### src/rtl/sdram_arbiter.sv
`default_nettype none
`timescale 1ns/1ps
// ============================================================================
//  Module      : sdram_arbiter
//  Description : Three-master request arbiter in front of the single-port
//                SDRAM controller. Port 0 (video) has fixed priority bounded
//                by a hog limit; ports 1 (CPU) and 2 (DMA/USB) share the
//                remaining slots round-robin. One transaction in flight.
//  Revision    : 1.0 - initial release
// ============================================================================
module sdram_arbiter #(
  parameter int ADDR_W  = 24,
  parameter int DATA_W  = 32,
  parameter int MAX_HOG = 4
) (
  input  logic                    clk,
  input  logic                    rstn,
  input  logic [2:0]              req_valid,
  input  logic [3*ADDR_W-1:0]     req_addr,
  input  logic [3*DATA_W-1:0]     req_wdata,
  input  logic [3*(DATA_W/8)-1:0] req_wen,
  output logic [2:0]              req_ready,
  output logic [DATA_W-1:0]       req_rdata,
  output logic                    m_valid,
  output logic [ADDR_W-1:0]       m_addr,
  output logic [DATA_W-1:0]       m_wdata,
  output logic [DATA_W/8-1:0]     m_wen,
  input  logic                    m_ready,
  input  logic [DATA_W-1:0]       m_rdata,
  input  logic                    m_rdata_valid,
  output logic [1:0]              cur_id
);

  localparam int STRB_W = DATA_W / 8;
  localparam int HOG_W  = (MAX_HOG > 0) ? $clog2(MAX_HOG + 1) : 1;
  localparam logic [HOG_W-1:0] HOG_LIMIT = HOG_W'(MAX_HOG);
  localparam logic [1:0] ID_NONE = 2'd3;

  typedef enum logic [1:0] {
    S_IDLE    = 2'd0,
    S_ISSUE   = 2'd1,
    S_WAIT_RD = 2'd2,
    S_DONE    = 2'd3
  } state_t;

  state_t              state_q, state_d;
  logic                m_valid_q, m_valid_d;
  logic [ADDR_W-1:0]   m_addr_q, m_addr_d;
  logic [DATA_W-1:0]   m_wdata_q, m_wdata_d;
  logic [STRB_W-1:0]   m_wen_q, m_wen_d;
  logic [2:0]          req_ready_q, req_ready_d;
  logic [DATA_W-1:0]   req_rdata_q, req_rdata_d;
  logic [1:0]          cur_id_q, cur_id_d;
  logic                rr_q, rr_d;
  logic [HOG_W-1:0]    hog_cnt_q, hog_cnt_d;

  logic                others_valid;
  logic                port0_masked;
  logic                grant_any;
  logic [1:0]          grant_id;
  logic [ADDR_W-1:0]   sel_addr;
  logic [DATA_W-1:0]   sel_wdata;
  logic [STRB_W-1:0]   sel_wen;

  // Pick the winner among the asserted requests; only consumed in IDLE.
  always_comb begin
    others_valid = req_valid[1] | req_valid[2];
    // Port 0 is set aside for one decision once it has used up its hog budget.
    port0_masked = (hog_cnt_q == HOG_LIMIT) && others_valid;
    grant_any    = 1'b1;
    grant_id     = ID_NONE;
    if (req_valid[0] && !port0_masked) begin
      grant_id = 2'd0;
    end else if (req_valid[1] && req_valid[2]) begin
      grant_id = rr_q ? 2'd2 : 2'd1;
    end else if (req_valid[1]) begin
      grant_id = 2'd1;
    end else if (req_valid[2]) begin
      grant_id = 2'd2;
    end else begin
      grant_any = 1'b0;
    end
  end

  // Route the winning port's payload to the latch inputs.
  always_comb begin
    sel_addr  = req_addr[0 +: ADDR_W];
    sel_wdata = req_wdata[0 +: DATA_W];
    sel_wen   = req_wen[0 +: STRB_W];
    case (grant_id)
      2'd1: begin
        sel_addr  = req_addr[ADDR_W +: ADDR_W];
        sel_wdata = req_wdata[DATA_W +: DATA_W];
        sel_wen   = req_wen[STRB_W +: STRB_W];
      end
      2'd2: begin
        sel_addr  = req_addr[2*ADDR_W +: ADDR_W];
        sel_wdata = req_wdata[2*DATA_W +: DATA_W];
        sel_wen   = req_wen[2*STRB_W +: STRB_W];
      end
      default: ;
    endcase
  end

  // Transaction sequencer: next state, payload latch and completion pulse.
  always_comb begin
    state_d     = state_q;
    m_valid_d   = m_valid_q;
    m_addr_d    = m_addr_q;
    m_wdata_d   = m_wdata_q;
    m_wen_d     = m_wen_q;
    req_ready_d = 3'b000;
    req_rdata_d = req_rdata_q;
    cur_id_d    = cur_id_q;
    rr_d        = rr_q;
    hog_cnt_d   = hog_cnt_q;

    case (state_q)
      S_IDLE: begin
        if (grant_any) begin
          m_addr_d  = sel_addr;
          m_wdata_d = sel_wdata;
          m_wen_d   = sel_wen;
          m_valid_d = 1'b1;
          cur_id_d  = grant_id;
          state_d   = S_ISSUE;
          if (grant_id == 2'd0) begin
            // Only count port-0 wins that actually made someone else wait.
            if (!others_valid) begin
              hog_cnt_d = '0;
            end else if (hog_cnt_q != HOG_LIMIT) begin
              hog_cnt_d = hog_cnt_q + HOG_W'(1);
            end
          end else begin
            hog_cnt_d = '0;
            rr_d      = (grant_id == 2'd1);
          end
        end
      end

      S_ISSUE: begin
        if (m_ready) begin
          m_valid_d = 1'b0;
          if (m_wen_q != '0) begin
            req_ready_d = 3'b001 << cur_id_q;
            state_d     = S_DONE;
          end else begin
            state_d = S_WAIT_RD;
          end
        end
      end

      S_WAIT_RD: begin
        if (m_rdata_valid) begin
          req_rdata_d = m_rdata;
          req_ready_d = 3'b001 << cur_id_q;
          state_d     = S_DONE;
        end
      end

      S_DONE: begin
        // The completion pulse is already on the outputs this cycle.
        cur_id_d = ID_NONE;
        state_d  = S_IDLE;
      end

      default: begin
        state_d = S_IDLE;
      end
    endcase
  end

  // State and output registers with synchronous active-low reset.
  always_ff @(posedge clk) begin
    if (!rstn) begin
      state_q     <= S_IDLE;
      m_valid_q   <= 1'b0;
      m_addr_q    <= '0;
      m_wdata_q   <= '0;
      m_wen_q     <= '0;
      req_ready_q <= 3'b000;
      req_rdata_q <= '0;
      cur_id_q    <= ID_NONE;
      rr_q        <= 1'b0;
      hog_cnt_q   <= '0;
    end else begin
      state_q     <= state_d;
      m_valid_q   <= m_valid_d;
      m_addr_q    <= m_addr_d;
      m_wdata_q   <= m_wdata_d;
      m_wen_q     <= m_wen_d;
      req_ready_q <= req_ready_d;
      req_rdata_q <= req_rdata_d;
      cur_id_q    <= cur_id_d;
      rr_q        <= rr_d;
      hog_cnt_q   <= hog_cnt_d;
    end
  end

  assign m_valid   = m_valid_q;
  assign m_addr    = m_addr_q;
  assign m_wdata   = m_wdata_q;
  assign m_wen     = m_wen_q;
  assign req_ready = req_ready_q;
  assign req_rdata = req_rdata_q;
  assign cur_id    = cur_id_q;

endmodule
`default_nettype wire

### config.mk
export PLATFORM = sky130hd
export DESIGN_NAME = sdram_arbiter
export DESIGN_NICKNAME = d
export VERILOG_FILES = /design/src/rtl/sdram_arbiter.sv
export SDC_FILE = /design/constraint.sdc
export NUM_CORES = 1
export LEC_CHECK = 0
export CAP_MARGIN = 25
export CORE_AREA = 4 4 122 124
export CTS_BUF_LIST = sky130_fd_sc_hd__clkbuf_4
export DETAILED_ROUTE_END_ITERATION = 16
export DIE_AREA = 0 0 126 128
export PLACE_DENSITY_LB_ADDON = 0.2
export SYNTH_ARGS = -nofsm -noshare
export SYNTH_HDL_FRONTEND = slang
export SYNTH_SLANG_ARGS = --single-unit
### constraint.sdc
create_clock -name clk -period 6.8 [get_ports clk]
set_input_delay 1.36 -clock clk [delete_from_list [all_inputs] [get_ports clk]]
set_output_delay 1.36 -clock clk [all_outputs]
set_load 0.005 [all_outputs]
# Yosys cells after proc, flatten, opt, wreduce, memory -nomap -nowiden
# Cells that the tools add are included.
# op_classes
add_sub_neg	1
eq_ne	11
n_shift	1
n_mux	29
n_bitwise	2
reduce_logical	16
# op_table
operator	n
32-bit one-hot mux with 2 select lines	1
24-bit one-hot mux with 2 select lines	1
3-bit two-way mux	6
2-bit two-way mux	8
3-bit AND reduction	4
1-bit two-way mux	8
2-bit one-hot mux with 4 select lines	1
4-bit one-hot mux with 2 select lines	1
2-bit == test (second input constant)	3
2-bit != test (second input constant)	3
3-bit one-hot mux with 2 select lines	1
2-bit AND reduction	3
2-bit by 1-bit == test with 1-bit output (second input constant)	2
2-bit zero test	2
2-bit one-hot mux with 2 select lines	1
2-bit nonzero test	2
4-bit nonzero test	1
3-bit by 1-bit adder with 3-bit output (second input constant)	1
3-bit == test (second input constant)	1
1-bit logical AND	3
3-bit by 2-bit != test with 1-bit output (second input constant)	1
3-bit != test (second input constant)	1
1-bit by 2-bit left shift with 3-bit output (first input constant)	1
1-bit one-hot mux with 2 select lines	1
3 further kinds	3
# totals
regBits	104
out_inout_bits	98
word_cells	70

# Logic depth before layout (Yosys ltp)
# logic_depth
depth_word	8
ltp_mapped	11
depth_no_buf	9

# Worst setup path before layout
# No wires, ideal clock.
# synth_timing
path_kind	input to register
start	input port req_valid[2]
end	register m_addr_q[22] (netlist: m_addr[22])
setup_time_ns	0.117
arrival_ns	2.969
slack_ns	3.715
path_stages	8
path_cell_list	buf_4 -> nand2_1 -> a22o_1 -> ha_1 -> clkbuf_1 -> clkbuf_1 -> a21oi_1 -> a22o_1
# synth_via
elab_chain_len	7
word_cells_on_any_way	17
classes_between	eq/ne (2); mux (9); bitwise (1); reduce/logical (5)
# synth_rtl
element	line_no	text
from (decl)	18	input logic [2:0] req_valid,
1-bit bitwise OR	67	others_valid = req_valid[1] | req_valid[2];
1-bit logical AND	69	port0_masked = (hog_cnt_q == HOG_LIMIT) && others_valid;
1-bit zero test	72	if (req_valid[0] && !port0_masked) begin
1-bit logical AND	72	
2-bit two-way mux	72	
2-bit == test or 2-bit by 1-bit == test with 1-bit output (tied branches)	90	case (grant_id)
24-bit one-hot mux with 2 select lines	90	
to (signal assigned)	189	m_addr_q <= m_addr_d;
to (decl)	48	logic [ADDR_W-1:0] m_addr_q, m_addr_d;
# Several ways; a longest one is shown, not always the timed one.
# A chain may end at the register's enable or synchronous reset.

# Worst setup path after layout
# layout_timing
start	input port req_valid[2]
end	register m_wdata_q[18] (netlist: m_wdata[18])
# layout_via
elab_chain_len	7
word_cells_on_any_way	17
classes_between	eq/ne (2); mux (9); bitwise (1); reduce/logical (5)
# layout_rtl
element	line_no	text
1-bit bitwise OR	67	
1-bit logical AND	69	
1-bit zero test	72	
1-bit logical AND	72	
2-bit two-way mux	72	
2-bit == test or 2-bit by 1-bit == test with 1-bit output (tied branches)	90	
32-bit one-hot mux with 2 select lines	90	
to (signal assigned)	190	m_wdata_q <= m_wdata_d;
to (decl)	49	logic [DATA_W-1:0] m_wdata_q, m_wdata_d;
# Several ways; a longest one is shown, not always the timed one.

==> results.md <==
* CTS resizes at 0
* Ys Warns at 0
* Status: complete, no violations
* Hold Path Depth at 2
* Worst Skew at 0.03141 ns
* Required time of the critical path at 7.21 ns
* First-pass GRT wire length at 28490 um
* Net Count, Synth at 799
* Largest net degree at the start of global routing at 121
* Worst r2r path cells at 9
* Max-cap viol count at 0
* # setup viols final at 0
* Minimum clock period at 3.573 ns
* Worst IR Drop VDD at 0.1103 mV
* Area taken by multi-input logic gates at 2435 um^2
* Commonest cells after routing, fill and taps aside: clkdlybuf4s50_1, dfxtp_1, a21oi_1
* Initial antenna violation count at 1
* Dominant synthesized flop cell: dfxtp_1
* Initial Util at 35.04%
* Post-synth EDFFs at 0
* Mapped Area at 4826 um^2
* Critical Path End Type: register
* Ports at 317
* Core Rows at 43
* Mean Syn Cell Area at 8.466 um^2
* Final hold viol count at 0
* Clk slew on worst S/H paths at 0.16 ns
* Root buffer cell: clkbuf_4
* Htree depth at 3
* Area share of the largest cell type after synthesis at 43.14%
* Tcrit/Tclk final at 52.55%
* Sink Count at 104
* Total track usage at 22.03%
* Max_slew headroom at 33.39%
* DP Cell Count at 1018
* Routed len/inst at 18.01 um
* Unique cell type count in the Yosys netlist at 37
* Final setup TNS at 0 ns
* Num CTS Buffers at 9
* Yosys top cell by area: dfxtp_1
* Final slew viol count at 0
* Worst R2R End: m_wdata[18]$_SDFFE_PN0P_
* Final WL at 18660 um
* Starting DRT DRC Count at 221
* WS Path Type: input pin to register
* # nets final at 1079
* Avg Vias per Cell at 5.205
* Gate Count Post-Synth at 570
* Slew @ Worst Pin at 0.9853 ns
* Critical path launch point type: input pin
* Drt drc at 0
* RR Startpoint: hog_cnt_q[0]$_SDFFE_PN0P_
* Register area share after synthesis at 43.14%
* Commonest non-fill, non-tap cell in the layout: clkdlybuf4s50_1
* Post-synth ARST share at 0%
* Post-DP HPWL at 14030 um
* Antenna viol nets, final at 0
* CTS tree: yes
* Crit path DAT at 3.98 ns
* Crit-path max FO at 32
* Core ar. at 13770 um^2
* Ranking of synthesized cells by area: dfxtp_1, a22o_1, a21oi_1
* Post-Layout Inst Area at 8282 um^2
* Final Instance Count excl. Fillers at 1036
* Fill count at 1231
* Area after DPL at 8040 um^2
* FF/Latch Area at 2082 um^2
* Buffers inserted by post-CTS timing repair at 0
* Hold WS at 0.4676 ns
* Via Count at 5392
* Pwr dens at 278.0 nW/um^2
* Min-Delay Path Class: register to register
* Total power at 2.302 mW
* Die width at 126 um
* Leakage power at 3.031 nW
* Hold path startpoint: req_rdata[16]$_SDFFE_PN0P_
* Final Util at 60.13%
* Vias in the first global route at 5474
* Sink of the worst hold path: req_rdata[16]$_SDFFE_PN0P_
* CTS Buffer Depth at 2
* Area grow syn2layout at 71.61%
* Register-to-register path setup slack at 4.21 ns
* Share of layout cells above drive strength 1 at 3.509%
* Flops & latches, synth at 104
* Unrepaired setup endpoints after global routing: no
* Die ar. at 16130 um^2
* Clock latency on the worst-skew pair at 0.48 ns
* Height of the die at 128 um
* Pre-CTS setup slack at 2.652 ns
* Gr ovfl total at 0
* CTS Hold Buffers Added at 0
* Fmax at 279.9 MHz
* Placer Congestion at 0.8690
* Initial DRT Pass Iterations at 4
* IO buf count at 316
* Worst setup margin at 3.227 ns
## worst max-delay path by stage
stage | startpoint | to | cells past startpoint
final | req_valid[2] | m_wdata[18]$_SDFFE_PN0P_ | 8
after global routing | req_valid[2] | m_wdata[13]$_SDFFE_PN0P_ | 8
after CTS | req_valid[2] | m_addr[16]$_SDFFE_PN0P_ | 6
after detailed placement | req_valid[2] | m_addr[16]$_SDFFE_PN0P_ | 6
after global placement | req_valid[2] | m_wdata[28]$_SDFFE_PN0P_ | 7
after floorplan | req_valid[2] | m_addr[22]$_SDFFE_PN0P_ | 8
## cell usage after synthesis (7+ instances only)
library cell,number
clkbuf_1,41
ha_1,10
buf_8,7
inv_1,10
nand2_1,70
a22oi_1,60
nor2_1,65
dfxtp_1,104
a22o_1,61
a21oi_1,96
## per-layer routing
layer,part of all wire (%),up-vias,global-route usage [%]
met5,0,-,0
met4,3.0,0,9.968
met3,8.6,33,7.333
met2,50,237,38.53
met1,38,2489,24.28
li1,-,2633,-
## area by class of cell
cell class | instances | area share (%)
diodes | 1 | 0.03022
inverters | 10 | 0.4532
flip-flops and latches | 104 | 25.14
clock buffers | 11 | 0.9971
repair buffers | 323 | 39.70
clock inverters | 5 | 1.556
multi-input cells | 402 | 29.40
well taps | 180 | 2.719
## flip-flops by register name, indices dropped and copies added (netlist names)
name / flops
cur_id: 2
hog_cnt_q: 3
m_addr: 24
m_valid: 1
m_wdata: 32
m_wen: 4
req_rdata: 32
req_ready: 3
rr_q: 1
state_q: 2
## cell families after synthesis
logic type / Yosys count / share of synthesized area [%]
AND/OR/NAND/NOR: 154 / 13.20
AO/OA/AOI/OAI: 237 / 33.91
buffers and inverters: 64 / 6.949
flip-flops: 104 / 43.14
adder cells (fa/ha/maj): 10 / 2.593
multiplexers: 1 / 0.2074
## worst max-delay path, stage by stage
cell and delay, ns:
clkdlybuf4s50_1 0.70, nor2_1 0.10, o211ai_1 0.41, ha_2 0.69, buf_12 0.27, a22oi_1 0.12
a21oi_1 0.16, a22o_1 0.14
## power breakdown
part | total (mW) | switching [mW] | leakage, nW | internal [mW]
Sequential | 0.865 | 0.0976 | 0.852 | 0.768
Clock | 0.441 | 0.208 | 0.111 | 0.232
Combinational | 0.996 | 0.435 | 2.07 | 0.561
Power figures use the tool's default switching activity.
